**src/rtl/pipe_hazard_ctrl.sv**
```systemverilog
// Pipeline sequencing controller for the 5-stage RV32I core: stage stall/flush,
// EX operand forwarding, data-memory wait FSM with timeout, and perf counters.
module pipe_hazard_ctrl #(
    parameter int unsigned MEM_TIMEOUT = 255,
    parameter int unsigned CNT_W       = 32
) (
    input  logic             i_clk,
    input  logic             i_rst_n,
    input  logic [4:0]       i_rs1_addr_id,
    input  logic [4:0]       i_rs2_addr_id,
    input  logic             i_rs1_hazard_on_id,
    input  logic             i_rs2_hazard_on_id,
    input  logic [4:0]       i_rs1_addr_ex,
    input  logic [4:0]       i_rs2_addr_ex,
    input  logic [4:0]       i_rd_addr_ex,
    input  logic [4:0]       i_rd_addr_mem,
    input  logic [4:0]       i_rd_addr_wb,
    input  logic             i_reg_wren_ex,
    input  logic             i_reg_wren_mem,
    input  logic             i_reg_wren_wb,
    input  logic             i_is_load_ex,
    input  logic             i_br_taken_ex,
    input  logic             i_mem_req_mem,
    input  logic             i_mem_ack,
    output logic             o_stall_if,
    output logic             o_stall_id,
    output logic             o_stall_ex,
    output logic             o_stall_mem,
    output logic             o_flush_id,
    output logic             o_flush_ex,
    output logic             o_flush_wb,
    output logic [1:0]       o_fwd_a_sel_ex,
    output logic [1:0]       o_fwd_b_sel_ex,
    output logic             o_mem_timeout,
    output logic [CNT_W-1:0] o_stall_cnt,
    output logic [CNT_W-1:0] o_flush_cnt
);

    localparam int unsigned WAIT_W = (MEM_TIMEOUT < 1) ? 1 : $clog2(MEM_TIMEOUT + 1);

    typedef enum logic [1:0] {
        ST_RUN      = 2'd0,
        ST_MEM_WAIT = 2'd1,
        ST_ERR      = 2'd2
    } state_e;

    state_e            state_q, state_d;
    logic [WAIT_W-1:0] wait_cnt_q, wait_cnt_d;
    logic              mem_timeout_q, mem_timeout_d;
    logic [CNT_W-1:0]  stall_cnt_q, stall_cnt_d;
    logic [CNT_W-1:0]  flush_cnt_q, flush_cnt_d;

    logic              mem_wait_c;
    logic              load_use_c;
    logic [1:0]        fwd_a_c;
    logic [1:0]        fwd_b_c;

    // Hazard detection; the ack-completion cycle is not a wait cycle.
    always_comb begin
        mem_wait_c = ((state_q == ST_MEM_WAIT) && !i_mem_ack) ||
                     ((state_q == ST_RUN) && i_mem_req_mem && !i_mem_ack);
        load_use_c = i_is_load_ex && i_reg_wren_ex && (i_rd_addr_ex != 5'd0) &&
                     (((i_rs1_addr_id == i_rd_addr_ex) && i_rs1_hazard_on_id) ||
                      ((i_rs2_addr_id == i_rd_addr_ex) && i_rs2_hazard_on_id));
    end

    // Forwarding: youngest producer (MEM) wins; x0 never forwards.
    always_comb begin
        fwd_a_c = 2'b00;
        if (i_reg_wren_mem && (i_rd_addr_mem != 5'd0) && (i_rd_addr_mem == i_rs1_addr_ex)) begin
            fwd_a_c = 2'b01;
        end else if (i_reg_wren_wb && (i_rd_addr_wb != 5'd0) && (i_rd_addr_wb == i_rs1_addr_ex)) begin
            fwd_a_c = 2'b10;
        end
        fwd_b_c = 2'b00;
        if (i_reg_wren_mem && (i_rd_addr_mem != 5'd0) && (i_rd_addr_mem == i_rs2_addr_ex)) begin
            fwd_b_c = 2'b01;
        end else if (i_reg_wren_wb && (i_rd_addr_wb != 5'd0) && (i_rd_addr_wb == i_rs2_addr_ex)) begin
            fwd_b_c = 2'b10;
        end
    end

    // Prioritised stall/flush; lower-priority events are dropped, not queued.
    always_comb begin
        o_stall_if     = 1'b0;
        o_stall_id     = 1'b0;
        o_stall_ex     = 1'b0;
        o_stall_mem    = 1'b0;
        o_flush_id     = 1'b0;
        o_flush_ex     = 1'b0;
        o_flush_wb     = 1'b0;
        o_fwd_a_sel_ex = 2'b00;
        o_fwd_b_sel_ex = 2'b00;
        if (!i_rst_n) begin
            o_flush_id = 1'b1;
            o_flush_ex = 1'b1;
            o_flush_wb = 1'b1;
        end else begin
            o_fwd_a_sel_ex = fwd_a_c;
            o_fwd_b_sel_ex = fwd_b_c;
            if (mem_wait_c || (state_q == ST_ERR)) begin
                o_stall_if  = 1'b1;
                o_stall_id  = 1'b1;
                o_stall_ex  = 1'b1;
                o_stall_mem = 1'b1;
                o_flush_wb  = 1'b1;
            end else if (i_br_taken_ex) begin
                o_flush_id = 1'b1;
                o_flush_ex = 1'b1;
            end else if (load_use_c) begin
                o_stall_if = 1'b1;
                o_stall_id = 1'b1;
                o_flush_ex = 1'b1;
            end
        end
    end

    // Memory-wait FSM and counter next-state.
    always_comb begin
        state_d     = state_q;
        wait_cnt_d  = '0;
        stall_cnt_d = stall_cnt_q;
        flush_cnt_d = flush_cnt_q;
        case (state_q)
            ST_RUN: begin
                if (i_mem_req_mem && !i_mem_ack) begin
                    state_d = ST_MEM_WAIT;
                end
            end
            ST_MEM_WAIT: begin
                if (i_mem_ack) begin
                    state_d = ST_RUN;
                end else if (wait_cnt_q == WAIT_W'(MEM_TIMEOUT)) begin
                    state_d = ST_ERR;
                end else begin
                    wait_cnt_d = wait_cnt_q + WAIT_W'(1);
                end
            end
            ST_ERR: begin
                state_d = ST_ERR;
            end
            default: begin
                state_d = ST_RUN;
            end
        endcase
        mem_timeout_d = (state_d == ST_ERR);
        if (o_stall_if) begin
            stall_cnt_d = stall_cnt_q + CNT_W'(1);
        end
        if (o_flush_id || o_flush_ex) begin
            flush_cnt_d = flush_cnt_q + CNT_W'(1);
        end
    end

    always_ff @(posedge i_clk) begin
        if (!i_rst_n) begin
            state_q       <= ST_RUN;
            wait_cnt_q    <= '0;
            mem_timeout_q <= 1'b0;
            stall_cnt_q   <= '0;
            flush_cnt_q   <= '0;
        end else begin
            state_q       <= state_d;
            wait_cnt_q    <= wait_cnt_d;
            mem_timeout_q <= mem_timeout_d;
            stall_cnt_q   <= stall_cnt_d;
            flush_cnt_q   <= flush_cnt_d;
        end
    end

    assign o_mem_timeout = mem_timeout_q;
    assign o_stall_cnt   = stall_cnt_q;
    assign o_flush_cnt   = flush_cnt_q;

endmodule
```
**config.mk**
```make
export PLATFORM = sky130hd
export DESIGN_NAME = pipe_hazard_ctrl
export DESIGN_NICKNAME = d
export VERILOG_FILES = /design/src/rtl/pipe_hazard_ctrl.sv
export SDC_FILE = /design/constraint.sdc
export NUM_CORES = 1
export LEC_CHECK = 0
export CORE_AREA = 2 2 93 95
export CTS_BUF_LIST = sky130_fd_sc_hd__clkbuf_16
export DETAILED_ROUTE_END_ITERATION = 16
export DIE_AREA = 0 0 95 97
export PLACE_DENSITY = 0.85
export SETUP_SLACK_MARGIN = 0.3
export SLEW_MARGIN = 20
export SYNTH_ARGS = -nofsm -noshare
export SYNTH_HDL_FRONTEND = slang
export SYNTH_SLANG_ARGS = --single-unit
```
**constraint.sdc**
```tcl
create_clock -name i_clk -period 4.2 [get_ports i_clk]
set_input_delay 0.84 -clock i_clk [delete_from_list [all_inputs] [get_ports i_clk]]
set_output_delay 0.84 -clock i_clk [all_outputs]
set_load 0.01 [all_outputs]
```
# After elaboration in Yosys (flattened, before gate mapping)
# Cells that the tools add are included.
# totals
output_inout_bits	76
ff_bits	75
input_bits	46
elab_cells	68
# classes
reduce_logical	25
bitwise_logic	2
n_eq_ne	10
n_addsub	3
mux	23
# op_table
operator	count
32-bit by 1-bit adder with 32-bit output, second input constant	2
5-bit == test	6
2-bit 2-to-1 mux	9
1-bit logical AND	15
5-bit nonzero test	3
1-bit 2-to-1 mux	13
8-bit by 1-bit adder with 8-bit output, second input constant	1
8-bit == test, second input constant	1
2-bit one-hot mux with 3 select lines	1
2-bit == test, second input constant	2
1-bit logical OR	4
4-bit OR reduction	1
2-bit by 1-bit == test with 1-bit output, second input constant	1
2-bit logical NOT	1
1-bit inverter	2
1-bit logical NOT	1

# Logic depth before layout (Yosys ltp)
# depth
ltp_word	9
mapped_depth	9
mapped_depth_nobuf	7

# Worst setup path before layout
# No wires, ideal clock.
# synth_timing
kind	input port to output port
start	input port i_rd_addr_ex[1]
end	output port o_stall_if
slack_ns	0.922
stages	7
n_path_buf	3
t_arrival_ns	2.438
required_time_ns	3.360
path_cell_list	or4_1 > o211ai_1 > a2bb2oi_1 > buf_2 > buf_2 > nor2_1 > buf_4
# synth_between
elab_chain_cells	8
word_cells_on_any_way	12
cone_classes	2 x eq/ne; 4 x mux; 6 x reduce/logical
# synth_lines
item	line_no	rtl
start: declaration	15	input logic [4:0] i_rd_addr_ex,
5-bit == test (on tied branches)	63, 64	
1-bit logical AND (on tied branches)	63, 64	
1-bit logical OR	63	(((i_rs1_addr_id == i_rd_addr_ex) && i_rs1_hazard_on_id) ||
1-bit logical AND *	62	load_use_c = i_is_load_ex && i_reg_wren_ex && (i_rd_addr_ex != 5'd0) &&
1-bit 2-to-1 mux * (4 in series)	n/a	
end: declaration	25	output logic o_stall_if,
# Every way passes the cells marked *; elsewhere a longest branch is shown, timed or not.

# Final worst setup path
# layout_timing
start	input port i_rd_addr_mem[1]
end	output port o_fwd_b_sel_ex[1]
# layout_between
elab_chain_cells	5
word_cells_on_any_way	6
cone_classes	1 x eq/ne; 2 x mux; 3 x reduce/logical
# layout_lines
item	line_no	rtl
start: declaration	16	input logic [4:0] i_rd_addr_mem,
5-bit nonzero test	76	if (i_reg_wren_mem && (i_rd_addr_mem != 5'd0) && (i_rd_addr_mem == i_rs2_addr_ex)) begin
1-bit logical AND	76	
1-bit logical AND *	76	
2-bit 2-to-1 mux *	76	
2-bit 2-to-1 mux *	94	if (!i_rst_n) begin
end: declaration	33	output logic [1:0] o_fwd_b_sel_ex,
# Marks and branches as above.

==> summary.md <==
| Metric | Value |
|---|---|
| Fin crit period | `3.84 ns` |
| Full die area | `9220 µm²` |
| Fill count | `635` |
| Final setup viols | `0` |
| I/O Buffers | `121` |
| Post-DP HPWL | `8.13 mm` |
| Ys flop type | `dfxtp_1` |
| DRT iter0 DRCs | `247` |
| Post-synthesis cell type count | `43` |
| Global-route met2 utilization | `40.0%` |
| #FFs+latches synth | `75` |
| Crit-path leading delay family | `buffers and inverters` |
| Slew @ Worst Pin | `0.958 ns` |
| # IOs | `122` |
| NetSw | `379 µW` |
| Internal power | `1250 µW` |
| CP Cell Sequence | `clkdlybuf4s50_1 -> or4_1 -> o21ai_1 -> nor4_1 -> nor4_1 -> clkdlybuf4s50_1` |
| Slew Viols, Final | `0` |
| Core ar. | `8130 µm²` |
| Hold buffers post-CTS | `0` |
| Max Buffers Root-to-Sink | `2` |
| TritonCTS buffer count | `9` |
| Endpoint class of the critical path | `output pin` |
| Reg-to-reg startpoint | `state_q[0]` |
| Number of global-route vias before repair | `4,076` |
| Total congestion overflow | `0` |
| Worst Clk Skew | `0.00884 ns` |
| Buf+Inv Stages, Crit Path | `2` |
| Chip Width | `95 µm` |
| Detail Route Antenna Nets | `0` |
| Ant. Diodes | `0` |
| Leakage | `0.00178 µW` |
| Most frequent cells in the layout | `118 x clkdlybuf4s50_1, 75 x dfxtp_1, 55 x a21oi_1, 42 x or4_1, 40 x nand2_1` |
| Clock share of power | `45.1%` |
| Register area | `1500 µm²` |
| WS Path Type | `in -> out` |
| Fraction of the cycle the final worst path needs | `91.3%` |
| Post-place instance area | `5400 µm²` |
| Post-synth EDFFs | `0` |
| Hold_sp | `o_stall_cnt[31]` |
| Critical path required time | `3.36 ns` |
| Initial antenna violation count | `0` |
| DRC viols | `0` |
| # clock sinks | `75` |
| Via/cell ratio | `6.04` |
| Finished Layout Cells | `722` |
| Gpl congestion | `0.858` |
| Initial Utilization | `51.1%` |
| Vias | `4,363` |
| Layout cells sized above 1 | `5.83%` |
| Hold Crit Class | `reg -> reg` |
| Fin Setup TNS | `0 ns` |
| Multi-input logic area | `2480 µm²` |
| Drt first pass iters | `5` |
| Number of synthesis warnings | `0` |
| Max-Cap Viols | `0` |
| CTS clock-pin slew for the worst setup and hold paths | `0.06 ns` |
| Slowest cell on crit path | `clkdlybuf4s50_1` |
| CTS tree | `done` |
| Cell area after layout | `5710 µm²` |
| Max Fclk | `261 MHz` |
| Post-synthesis cell area | `4160 µm²` |
| Commonest non-fill, non-tap cell in the layout | `clkdlybuf4s50_1` |
| Top Usage Layer GRT | `met2` |
| Outcome | `finished, final reports clean` |
| Post-Synthesis Cells | `506` |
| Routed wire length | `11.4 mm` |
| CP peak stage delay | `0.60 ns` |
| RSZ-0062 raised after global routing | `yes` |
| Comb pwr share | `10.5%` |
| Power Density | `286 nW/µm²` |
| Peak supply drop | `222 µV` |
| Wire per inst | `15.8 µm` |
| First-pass GRT wire length | `18.7 mm` |
| Slew Limit Headroom | `35.6%` |
| Max FO, Critical Path | `3` |
| Clk Tree Root Cell | `clkbuf_16` |
| Register area share after synthesis | `36.1%` |
| FP Rows | `33` |
| CP Launch Type | `primary input` |
| Worst skew pair latency | `0.33 ns` |
| Crit path DAT | `3.00 ns` |
| Crit path from | `i_rd_addr_mem[1]` |
| Synth async-reset ratio | `0%` |
| Reg power frac | `44.4%` |
| Syn_nets | `555` |
| Layout area overhead | `37.3%` |
| Placed cell count | `705` |
| Largest net degree at the start of global routing | `62` |
| H-tree depth | `3` |
| NumNets Final | `661` |
| Setup WS post-layout | `0.364 ns` |
| Total GRT Usage | `24.9%` |
| Dpl ws | `0.279 ns` |
| Final Hold Vio Count | `0` |
| Mean Syn Cell Area | `8.22 µm²` |
| Met1 GRT Util | `31.6%` |
| Grt met3 use | `7.17%` |
| Switching share of total power | `23.2%` |
| Die H | `97 µm` |
[final cells by class]
type / instances / area share, %
Inverter: 9 / 0.592
Sequential cell: 75 / 26.3
Clock inverter: 7 / 1.05
Clock buffer: 9 / 3.94
Timing Repair Buffer: 129 / 22.4
Multi-Input combinational cell: 388 / 43.4
Tap cell: 105 / 2.30
[state kept, by name, indices dropped and copies added (netlist names)]
| signal | count |
|---|---|
| state_q | 2 |
| o_mem_timeout | 1 |
| o_flush_cnt | 32 |
| wait_cnt_q | 8 |
| o_stall_cnt | 32 |
[worst register-to-register path: stages (launching register included)]
cell      delay (ns)
dfxtp_1         0.38
nor2_1          0.09
o31ai_2         0.25
buf_4           0.21
o21ai_2         0.12
buf_4           0.26
nand2b_1        0.55
or4_1           0.66
a21oi_1         0.16
[path summary, 6_finish.rpt]
kind,endpoint,slack (ns),cells after the start
worst max-delay path,o_fwd_b_sel_ex[1],0.36,6
worst min-delay path,o_stall_cnt[31],0.47,2
worst max register to register,o_stall_cnt[29],1.46,8
worst min register to register,o_stall_cnt[31],0.47,2
[power groups by stage]
stage / combinational [µW] / clock [µW] / sequential (µW)
global route: 184 / 773 / 725
finish: 171 / 736 / 724
floorplan: 82.1 / 0 / 739
CTS: 170 / 744 / 724
detailed placement: 169 / 0 / 740
global placement: 163 / 0 / 739
[cells in the mapped netlist, types with 8 or more instances]
cell | count | area (µm²)
xnor2_1 | 13 | 114
dfxtp_1 | 75 | 1500
nand3_1 | 29 | 145
o31ai_1 | 36 | 270
inv_1 | 8 | 30.0
o21ai_0 | 11 | 55.1
or4_1 | 42 | 315
mux2i_1 | 8 | 80.1
nor2_1 | 20 | 75.1
or3_1 | 17 | 106
nor4_1 | 8 | 50.1
clkbuf_1 | 18 | 67.6
a21oi_1 | 55 | 275
o21ai_1 | 9 | 45.0
nand4_1 | 16 | 100
nand2_1 | 40 | 150
xor2_1 | 24 | 210
and3_1 | 9 | 56.3
[per-stage QoR]
step	hold slack (ns)	utilization [%]	total power [µW]
3_3_place_gp	0.444	66.4	902
6_report	0.469	70.2	1630
5_1_grt	0.511	70.2	1680
2_1_floorplan	0.430	-	822
3_5_place_dp	0.453	66.4	908
4_1_cts	0.465	70.0	1640
[timing repair]
item,in CTS,in global routing
pin swaps,1,0
setup endpoints to repair,1,5
buffers inserted,1,0
resized for setup,0,6
[kinds of logic after synthesis]
kind of cell	share of synthesized area, %
compound gates	17.9
flops	36.1
xor+xnor	7.79
simple gates	30.4
mux	1.92
fa+ha+maj	0.902
buf+inv	5.05
[per-layer routing]
| layer | vias up | part of all wire [%] |
|---|---|---|
| li1 | 2127 | - |
| met1 | 2074 | 42 |
| met2 | 147 | 49 |
| met3 | 15 | 7.1 |
| met4 | 0 | 1.5 |
| met5 | - | 0 |
No activity file was read; power rests on OpenSTA's default activity.
==> RTL change 1, RTL diff (same flow settings) <==
Remove the register `mem_timeout_q`: a continuous assignment takes its place, so the output `o_mem_timeout` follows one clock earlier.
--- a/src/rtl/pipe_hazard_ctrl.sv
+++ b/src/rtl/pipe_hazard_ctrl.sv
@@ -156,17 +156,17 @@
         if (!i_rst_n) begin
             state_q       <= ST_RUN;
             wait_cnt_q    <= '0;
-            mem_timeout_q <= 1'b0;
             stall_cnt_q   <= '0;
             flush_cnt_q   <= '0;
         end else begin
             state_q       <= state_d;
             wait_cnt_q    <= wait_cnt_d;
-            mem_timeout_q <= mem_timeout_d;
             stall_cnt_q   <= stall_cnt_d;
             flush_cnt_q   <= flush_cnt_d;
         end
     end
+
+    assign mem_timeout_q = mem_timeout_d;
 
     assign o_mem_timeout = mem_timeout_q;
     assign o_stall_cnt   = stall_cnt_q;
Check against the original RTL: same outputs for any inputs over 10 cycles, from zero or initial values and one cycle with i_rst_n low; that may be too few to reach the edited logic, so the function may still have changed.
==> RTL change 1 against the original RTL <==
Area after synthesis is 0.15% higher. Total power fell by 2.9%. Setup slack better by 0.0033 ns. Routed wire length rose by 1.6%. Critical path type unchanged. Sequential cell count fell by 1. Count of clock-buffer cells in the layout did not move. Global-route usage increased by 0.25 points. Utilization is 0.31 points lower. Largest cell class unchanged. Clock power fell by 5.2%. Cell area is 0.44% lower.
==> RTL change 1: results (changes against the original RTL) <==
set qor(worst-path-max-fanout) 11 ;# +8
set qor(run_status) {finished, final reports clean}
set qor(fraction_of_standard_cell_area_in_multi_input_logic_pct) 43.9 ;# +0.52 points
set qor(multiInputCombCellCount) 387 ;# -0.26%
set qor(detailedPlacementHpwl_um) 8410 ;# +3.4%
set qor(final_clock_period_utilization_by_the_worst_path_pct) 91.3 ;# about the same
set qor(grt_first_pass_wirelength_um) 18900 ;# +1.3%
set qor(hold_end) {wait_cnt_q[0]}
set qor(first_pass_detailed_route_iteration_total) 4 ;# -1
set qor(p_sw_share_pct) 25.0 ;# +1.7 points
set qor(layout.nets) 659 ;# -0.30%
set qor(power.leakage_uw) 0.00175 ;# -2.0%
set qor(layout.cells.non_filler) 720 ;# -0.28%
set qor(netlist_top_cells_area) {sky130_fd_sc_hd__dfxtp_1, sky130_fd_sc_hd__a21oi_1, sky130_fd_sc_hd__or4_1}
set qor(n_sequential_cell) 74 ;# -1.3%
set qor(sh_seq_area_pct) 26.1 ;# -0.24 points
set qor(ys_types) 49 ;# +14%
set qor(grt_pass1_vias) 4016 ;# -1.5%
set qor(synth_fp_nets) 548 ;# -1.3%
set qor(non_clock_inverter_count) 10 ;# +1
set qor(hold_ws_ns) 0.481 ;# +0.0121 ns
set qor(max_slew.worst_pin.slew_ns) 0.916 ;# -0.0413 ns
set qor(critical-path-slowest-cell) {sky130_fd_sc_hd__or4_4}
set qor(cp.arrival_ns) 2.99 ;# about the same
set qor(vdd_drop_max_v) 0.000239 ;# +7.5%
set qor(min_from) {wait_cnt_q[0]}
set qor(detailedRoute.firstIterationViolations) 170 ;# -31%
set qor(drive_gt1_share_pct) 5.85 ;# +0.019 points
set qor(final.signal_buffer_count) 128 ;# -0.78%
==> RTL change 1: power by group through the flow <==
stage	Combinational [uW]	Sequential (uW)	Clock, uW
detailed placement	168	728	0
floorplan	86.6	728	0
global route	185	713	739
global placement	165	728	0
CTS	170	713	706
finish	172	713	698
==> RTL change 1: what timing repair did <==
action / CTS / global route
endpoints found under the setup margin: 2 / 4
endpoints found under the hold margin: 0 / 0
buffers inserted: 0 / 2
gates resized for setup: 1 / 3
pin swaps: 0 / 2
==> RTL change 1: per-layer routing <==
metal / wire, um / global-route usage [%]
met2: 5780 / 42.3
met3: 585 / 3.58
met5: 0 / 0
met4: 99 / 7.02
met1: 5150 / 33.5
==> RTL change 1: logic make-up (layout without fill, tap and decap cells) <==
kind of cell	after synthesis	count (layout)	synth area share, %
simple gates	217	217	29.4
compound gates	122	122	19.6
flops	74	74	35.6
buf+inv	38	154	4.80
xor+xnor	37	37	7.78
mux	8	8	1.92
fa+ha+maj	3	3	0.901
==> RTL change 2, RTL diff (config.mk and constraints unchanged) <==
Made on the original files. `CNT_W`: 32 -> 40.
--- a/src/rtl/pipe_hazard_ctrl.sv
+++ b/src/rtl/pipe_hazard_ctrl.sv
@@ -2,7 +2,7 @@
 // EX operand forwarding, data-memory wait FSM with timeout, and perf counters.
 module pipe_hazard_ctrl #(
     parameter int unsigned MEM_TIMEOUT = 255,
-    parameter int unsigned CNT_W       = 32
+    parameter int unsigned CNT_W       = 40
 ) (
     input  logic             i_clk,
     input  logic             i_rst_n,
Ports: changed (resized o_flush_cnt and o_stall_cnt); port bits go from 122 to 138. The function was not compared with the original's and may differ.
==> RTL change 2 against the original RTL <==
Utilization increased by 12 points. Setup slack improved by 0.027 ns. Cell area increased by 18%. Area after synthesis increased by 21%. Routed wire length increased by 30%. Cell count increased by 16%. Total power increased by 14%. Sequential share of layout area increased by 0.85 points. Sequential cell count increased by 16.
==> RTL change 2: results (changes against the original RTL) <==
set qor(synth.cells.most_frequent) {sky130_fd_sc_hd__dfxtp_1, sky130_fd_sc_hd__a21oi_1, sky130_fd_sc_hd__nand2_1}
set qor(vdd_drop_max_v) 0.000238 ;# +7.3%
set qor(cp.arrival_ns) 2.97 ;# -0.03 ns
set qor(post_syn_instances) 607 ;# +20%
set qor(synth_fp_nets) 656 ;# +18%
set qor(critPathMaxStageDelay_ns) 0.58 ;# -0.02 ns
set qor(grt_first_pass_wirelength_um) 23900 ;# +28%
set qor(wl_per_cell_um) 17.7 ;# +12%
set qor(netlist_top_cells_area) {sky130_fd_sc_hd__dfxtp_1, sky130_fd_sc_hd__a21oi_1, sky130_fd_sc_hd__or4_1}
set qor(worst-path-max-fanout) 6 ;# +3
set qor(buffer_ports.inserted) 137 ;# +13%
set qor(p_sw_share_pct) 23.8 ;# +0.60 points
set qor(run_status) {finished, final reports clean}
set qor(route.final.wire_length_um) 14800 ;# +30%
set qor(globalplace.congestion) 0.939 ;# +9.5%
set qor(post_drt_via_cell_ratio) 6.42 ;# +6.3%
set qor(layout.nets) 777 ;# +18%
set qor(detailedPlacementHpwl_um) 10300 ;# +26%
set qor(synth.top_cell.area_share_pct) 36.2 ;# +0.10 points
set qor(numPlacedInstances) 821 ;# +16%
set qor(ys_types) 57 ;# +33%
set qor(max_slew.worst_pin.slew_ns) 0.659 ;# -0.299 ns
set qor(first_pass_detailed_route_iteration_total) 7 ;# +2
set qor(drive_gt1_share_pct) 5.87 ;# +0.032 points
set qor(final.setup_skew_ns) 0.0132 ;# +0.00438 ns
set qor(critical-path-slowest-cell) {sky130_fd_sc_hd__or4_4}
set qor(detailedRoute.firstIterationViolations) 435 ;# +76%
-- RTL change 2: cell types whose count changed after synthesis, sizes merged, moves of 10 or more --
cell | before | now
o21ai | 20 | 30
nand4 | 16 | 34
nand3 | 29 | 42
and3 | 9 | 19
dfxtp | 75 | 91
or3 | 17 | 28
-- RTL change 2: final cells by class --
class                           count  area [um2]
Sequential cell                    91        1820
Tap cell                          105         131
Multi-Input combinational cell    469        2990
Inverter                           11        43.8
Timing Repair Buffer              146        1440
Clock buffer                        9         225
Clock inverter                      7        61.3
Fill cell                         538        1420
-- RTL change 2: power by group through the flow --
stage	sequential, uW	clock (uW)	combinational, uW
finish	878	789	185
detailed placement	897	0	180
global placement	896	0	176
floorplan	897	0	91.8
CTS	878	788	184
global route	879	830	198
-- RTL change 2: final timing paths --
| path | cells past startpoint | slack, ns | start | endpoint |
|---|---|---|---|---|
| max reg2reg | 6 | 1.68 | o_stall_cnt[7] | o_stall_cnt[27] |
| max | 7 | 0.39 | i_rd_addr_ex[1] | o_stall_id |
| min reg2reg | 1 | 0.47 | wait_cnt_q[0] | wait_cnt_q[0] |
| min | 1 | 0.47 | wait_cnt_q[0] | wait_cnt_q[0] |
-- RTL change 2: repair_timing --
| action | CTS | global route |
|---|---|---|
| hold buffers | 0 | 0 |
| pin swaps | 1 | 0 |
| hold endpoints to repair | 0 | 0 |
| buffers inserted | 1 | 0 |
| endpoints found under the setup margin | 4 | 2 |
| resized for setup | 5 | 2 |
-- RTL change 2: routing by layer --
metal | GRT usage, % | wire, um | up-vias
li1 | - | - | 2521
met1 | 41.3 | 6050 | 2567
met2 | 53.1 | 7250 | 253
met3 | 4.28 | 1060 | 41
met4 | 12.6 | 432 | 0
met5 | 0 | 0 | -
-- RTL change 2: through the flow --
stage / utilization, % / setup slack, ns / total power, uW / hold slack, ns
after global placement: 78.7 / 0.154 / 1070 / 0.439
after global routing: 82.5 / 0.326 / 1910 / 0.498
final: 82.5 / 0.391 / 1850 / 0.475
after floorplan: - / 0.998 / 989 / 0.426
after CTS: 82.4 / 0.316 / 1850 / 0.481
after detailed placement: 78.7 / 0.132 / 1080 / 0.471
-- RTL change 2: logic make-up after synthesis --
family,count (synthesis),share of synthesized area [%]
and+or+nand+nor,271,30.5
buffers and inverters,47,4.70
DFF,91,36.2
adders and majority gates,3,0.746
AOI/OAI and AO/OA,144,18.7
xor gates and xnor gates,40,6.96
muxes,11,2.19
